### src/rtl/demux_4op.sv
// demux_4op: 1-to-4 serial demultiplexer with addressed and auto-scan routing
module demux_4op #(
    parameter bit CLEAR_ON_DISABLE = 1'b1
) (
    input  logic       clk,
    input  logic       rst,
    input  logic       en,
    input  logic       mode,
    input  logic       data_ip,
    input  logic       valid_ip,
    input  logic [1:0] control_ip,
    output logic [3:0] demux_op,
    output logic [3:0] op_valid,
    output logic       frame_done,
    output logic [1:0] scan_cnt,
    output logic       busy
);
    typedef enum logic [1:0] {IDLE, ADDR, SCAN} state_t;
    state_t state, state_nxt;
    logic       accept;
    logic [1:0] ch;
    logic [3:0] op_nxt, vld_nxt;
    logic       fd_nxt;
    logic [1:0] cnt_nxt;
    assign accept = valid_ip & en & (state != IDLE);
    assign ch     = (state == SCAN) ? scan_cnt : control_ip;
    assign busy   = (state == SCAN) && (scan_cnt != 2'd0);
    // state register
    always_ff @(posedge clk or posedge rst)
        if (rst) state <= IDLE;
        else     state <= state_nxt;
    // disable wins; otherwise mode alone selects the routing state
    always_comb state_nxt = !en ? IDLE : (mode ? SCAN : ADDR);
    // next output values: accept is served under the current state before any transition
    always_comb begin
        op_nxt  = demux_op;
        vld_nxt = 4'b0000;
        fd_nxt  = 1'b0;
        if (accept) begin
            op_nxt[ch] = data_ip;
            vld_nxt    = 4'b0001 << ch;
            fd_nxt     = (state == SCAN) && (scan_cnt == 2'd3);
        end
        if (state_nxt == IDLE && CLEAR_ON_DISABLE) op_nxt = 4'b0000;
        cnt_nxt = (state == SCAN && state_nxt == SCAN) ? scan_cnt + {1'b0, accept} : 2'd0;
    end
    // output registers
    always_ff @(posedge clk or posedge rst)
        if (rst) begin
            demux_op   <= 4'b0000;
            op_valid   <= 4'b0000;
            frame_done <= 1'b0;
            scan_cnt   <= 2'd0;
        end else begin
            demux_op   <= op_nxt;
            op_valid   <= vld_nxt;
            frame_done <= fd_nxt;
            scan_cnt   <= cnt_nxt;
        end
endmodule

### config.mk
export PLATFORM = sky130hd
export DESIGN_NAME = demux_4op
export DESIGN_NICKNAME = d
export VERILOG_FILES = /design/src/rtl/demux_4op.sv
export SDC_FILE = /design/constraint.sdc
export NUM_CORES = 1
export LEC_CHECK = 0
export ABC_AREA = 0
export CELL_PAD_IN_SITES_DETAIL_PLACEMENT = 2
export CELL_PAD_IN_SITES_GLOBAL_PLACEMENT = 2
export CORE_AREA = 2 2 62 47
export DETAILED_ROUTE_END_ITERATION = 8
export DIE_AREA = 0 0 64 49
export GPL_TIMING_DRIVEN = 0
export PLACE_DENSITY = 0.65
export SETUP_SLACK_MARGIN = 0.3
export SYNTH_ARGS = -nofsm -noshare
export SYNTH_HDL_FRONTEND = slang
export SYNTH_SLANG_ARGS = --single-unit
### constraint.sdc
create_clock -name clk -period 1.3 [get_ports clk]
set_input_delay 0.26 -clock clk [delete_from_list [all_inputs] [get_ports clk]]
set_output_delay 0.26 -clock clk [all_outputs]
set_load 0.02 [all_outputs]
# Word-level counts from Yosys, hierarchy flattened
# Index checks and enable logic that the tools add are counted.
# word_totals
output_inout_bits	12
reg_bits	13
in_bits	8
word_cells	33
# classes
muxes	11
bitwise_logic	2
n_shift	1
reduce_logical	8
eq_ne	3
n_addsub	1
n_lt_le_gt_ge	2
# ops
cell	count
2-to-1 mux 4 bit	3
2-to-1 mux 2 bit	4
equality test 2 bit (second input constant)	3
nonzero test 2 bit	3
bitwise mux 4 bit	1
logical AND 1 bit	4
<< shifter 1 x 2 -> 4 bit (first input constant)	1
less-than comparator 2 x 3 -> 1 bit (second input constant)	1
adder 2 x 1 -> 2 bit	1
AND 1 bit	2
demux 1 bit (select 2 bit)	1
>= comparator 2 x 1 -> 1 bit (second input constant)	1
logical NOT 2 bit	1
2-to-1 mux 1 bit	2

# Depth between registers and ports, before layout
# depth
ltp_word	9
ltp_mapped	6
ltp_nobuf	5

# Worst setup path after synthesis
# OpenSTA, ideal clock, no wires.
# synth_timing
path_type	register to register
startpoint	register state[0]
endpoint	register demux_op[0]
setup_time_ns	0.079
synth_period_minus_slack_ns	1.363
stages_incl_launch_ff	5
required_time_ns	1.221
path_buffers	0
arrival_time_ns	1.283
slack_ns	-0.063
path_cell_list	dfrtp_1 nor2b_4 mux2i_4 o2111a_4 mux2i_1
# synth_between
elab_chain_cells	9
word_cells_on_any_way	13
cone_classes	2 x order compare; 1 x eq/ne; 6 x mux; 1 x bitwise; 3 x reduce/logical
# synth_lines
element	line_no	rtl
from (decl)	19	state_t state, state_nxt;
from (signal assigned)	31	else state <= state_nxt;
equality test 2 bit	26	assign ch = (state == SCAN) ? scan_cnt : control_ip;
2-to-1 mux 2 bit	26	
less-than comparator 2 x 3 -> 1 bit (implied by the code) / >= comparator 2 x 1 -> 1 bit (equally long branches)	40	op_nxt[ch] = data_ip;
logical AND 1 bit (implied by the code)	40	
2-to-1 mux 1 bit (implied by the code)	40	
demux 1 bit (select 2 bit)	40	
bitwise mux 4 bit	40	
2-to-1 mux 4 bit	39	if (accept) begin
2-to-1 mux 4 bit	44	if (state_nxt == IDLE && CLEAR_ON_DISABLE) op_nxt = 4'b0000;
to (signal assigned)	55	demux_op <= op_nxt;
to (decl)	12	output logic [3:0] demux_op,
# Several ways; a longest one is shown, not always the timed one. The select of a mux whose other input is x is not followed.
# A chain may end at the register's enable or synchronous reset.

# Worst setup path after layout
# Ends and elaborated chain as after synthesis.

==> impl_metrics.json <==
{
  "swShare_pct": 24.8,
  "period_needed_ps": 1430,
  "hold_violations": 0,
  "synth_common_cells": "dfrtp_1 (13), nand2_1 (7), mux2i_1 (3)",
  "r2r-end": "demux_op[0]",
  "vias": 479,
  "period_share_pct": 110,
  "worst-slew-pin-transition_ps": 535,
  "synth_cells": 48,
  "holdCritStartpoint": "en",
  "yosys-top-cells-area": "dfrtp_1 (56%), mux2i_1 (5.2%), nand2_1 (4.5%), mux2i_4 (3.9%), o2111a_4 (3.4%)",
  "drtAntennaViolNets": 0,
  "fin_cells": 115,
  "critPathKind": "flop to flop",
  "syn_area_um2": 582,
  "status": "finished, violations left",
  "power.density_nw_per_um2": 805,
  "routed_via_density": 4.17,
  "min_path_type": "primary input to flop",
  "async_flop_share_pct": 100,
  "port_buffers": 18,
  "startpoint_type": "flop",
  "relSlewSlack_pct": 64.3,
  "worst_ep_required_time_ps": 1500,
  "antenna_cells": 0,
  "overflow": 0,
  "ys_seq_area_share_pct": 55.9,
  "rows": 16,
  "synth_edf_count": 0,
  "io_pins": 20,
  "clk_pin_slew_ps": 80,
  "synth_top_area_cell": "dfrtp_1",
  "cap_viol_max_count": 0,
  "ff2ff_setup_slack_ps": -130,
  "grt_max_degree": 14,
  "p_clk_share_pct": 32.1,
  "worst_ep_arrival_time_ps": 1630,
  "pwr-share-seq_pct": 52.7,
  "die_h_um": 49,
  "nets": 89,
  "r2r_start": "state[0]",
  "place_hpwl_um": 1060,
  "endpoint_kind": "flop",
  "p_switching_w": 0.000196,
  "clk_latency_ps": 270,
  "drc": 0,
  "drt-total-wl_um": 1600,
  "syn_nets": 57,
  "endpoint": "demux_op[0]",
  "die_area_um2": 3140,
  "p_total_w": 0.000790,
  "power_leakage_nw": 0.468,
  "htreeDepth": 1,
  "grt_pass1_wl_um": 2820,
  "fin_util_pct": 38.0,
  "ys_ff_latch": 13,
  "area_growth_pct": 68.6,
  "die_x_um": 64,
  "ys_types": 24,
  "setup_slack_ps": -133,
  "numCtsBuffers": 3,
  "setup_viol": 6,
  "violations": "negative setup slack",
  "pre_cts_ws_ps": -353,
  "synth_top_area_share_pct": 55.9,
  "drive_above_1_share_pct": 51.9,
  "dr.pass1.iters": 4,
  "pwr-share-comb_pct": 15.3,
  "cts_buffer_depth": 2,
  "gp_congestion": 0.716,
  "ir_worst_vdd_v": 0.000237,
  "cts_sinks": 13,
  "yosysMostFrequentCell": "dfrtp_1",
  "antenna_found_initial": 0,
  "fin_skew_ps": 2.40,
  "reg2reg_depth": 5,
  "grt_pass1_vias": 531,
  "crit_fanout": 3,
  "post-place-cells": 102,
  "slew_violations": 0,
  "core_region_area_um2": 2580,
  "avgSynthCellArea_um2": 12.1,
  "cts_hold_buf": 0,
  "rsz0062_at_grt": "true",
  "yosysWarnings": 0,
  "wl_per_cell_um": 13.9,
  "fmax_ghz": 0.698,
  "crit_start": "state[0]",
  "cts_tree": "done",
  "ys.flop_type": "dfrtp_1",
  "root_buffer": "clkbuf_4",
  "p_int_w": 0.000594,
  "track_usage_pct": 12.1,
  "drtIter0Drc": 24,
  "hold_slack_ps": 297,
  "start_util_pct": 22.5
}
## power groups by stage
stage	Clock [W]	Sequential [W]	Combinational, W
final	0.000253	0.000416	0.000121
after floorplan	0	0.000429	0.0000413
after detailed placement	0	0.000425	0.0000858
after CTS	0.000271	0.000416	0.000115
after global placement	0	0.000425	0.0000854
after global routing	0.000299	0.000418	0.000132
## layout make-up
type / count / area (µm²)
fill: 262 / 1600
clock buffer: 4 / 26.3
sequential: 13 / 329
tap: 36 / 45.0
inverter: 1 / 3.75
buffer: 1 / 7.51
multi-input combinational: 33 / 288
timing repair buffer: 27 / 282
## cell families (layout without fill, tap and decap cells)
logic type / count (synthesis) / after routing / share of synthesized area, %
buf+inv: 2 / 33 / 1.50
flops: 13 / 13 / 55.9
fa+ha+maj: 1 / 1 / 2.15
xor+xnor: 1 / 1 / 1.51
simple gates: 22 / 22 / 22.2
compound gates: 5 / 5 / 7.74
mux: 4 / 4 / 9.03
## timing repair
| action | 4_1_cts | 5_1_grt |
|---|---|---|
| endpoints found under the hold margin | 0 | 0 |
| setup endpoints to repair | 23 | 23 |
| pin swaps | 4 | 1 |
| gates resized for setup | 85 | 3 |
| setup buffers | 7 | 2 |
## per-layer routing
| metal | vias to the layer above | track usage [%] | wire length (µm) | share of wire [%] |
|---|---|---|---|---|
| met1 | 240 | 15.6 | 729 | 46 |
| met4 | 0 | 4.35 | 8 | 0.50 |
| li1 | 227 | - | - | - |
| met5 | - | 0 | 0 | 0 |
| met3 | 2 | 3.70 | 68 | 4.3 |
| met2 | 10 | 19.3 | 794 | 50 |
## cell usage in the layout (no fill, tap or decap), types with 2 or more instances in the layout
master           instances
buf_6                   14
dfrtp_1                 10
buf_4                    7
nand2_1                  6
clkdlybuf4s50_1          5
mux2i_1                  3
clkbuf_4                 3
dfrtp_2                  3
nor2b_4                  2
nor2b_1                  2
nor2_4                   2
and3_1                   2
## worst min path at each step
stage	end	cells after the start
detailed placement	demux_op[2]	2
floorplan	demux_op[0]	1
CTS	state[0]	2
finish	demux_op[3]	3
global route	state[0]	2
global placement	demux_op[3]	2
## stage by stage
stage / TNS (ps) / area (µm²)
2_1_floorplan: -62.6 / 586
3_3_place_gp: -1660 / 811
3_5_place_dp: -1750 / 811
4_1_cts: -531 / 953
5_1_grt: -1030 / 981
6_report: -544 / 981
## registers in the layout, summed over array words and instances (netlist names)
name	cells
demux_op	4
op_valid	4
scan_cnt	2
state	2
frame_done	1
## worst max-delay path: stages, from the launching register on
cell and delay, ps:
dfrtp_2 430, nor2b_4 160, buf_12 120, mux2i_4 240
o2111a_4 230, mux2i_1 170
(Power assumes the default switching activity.)
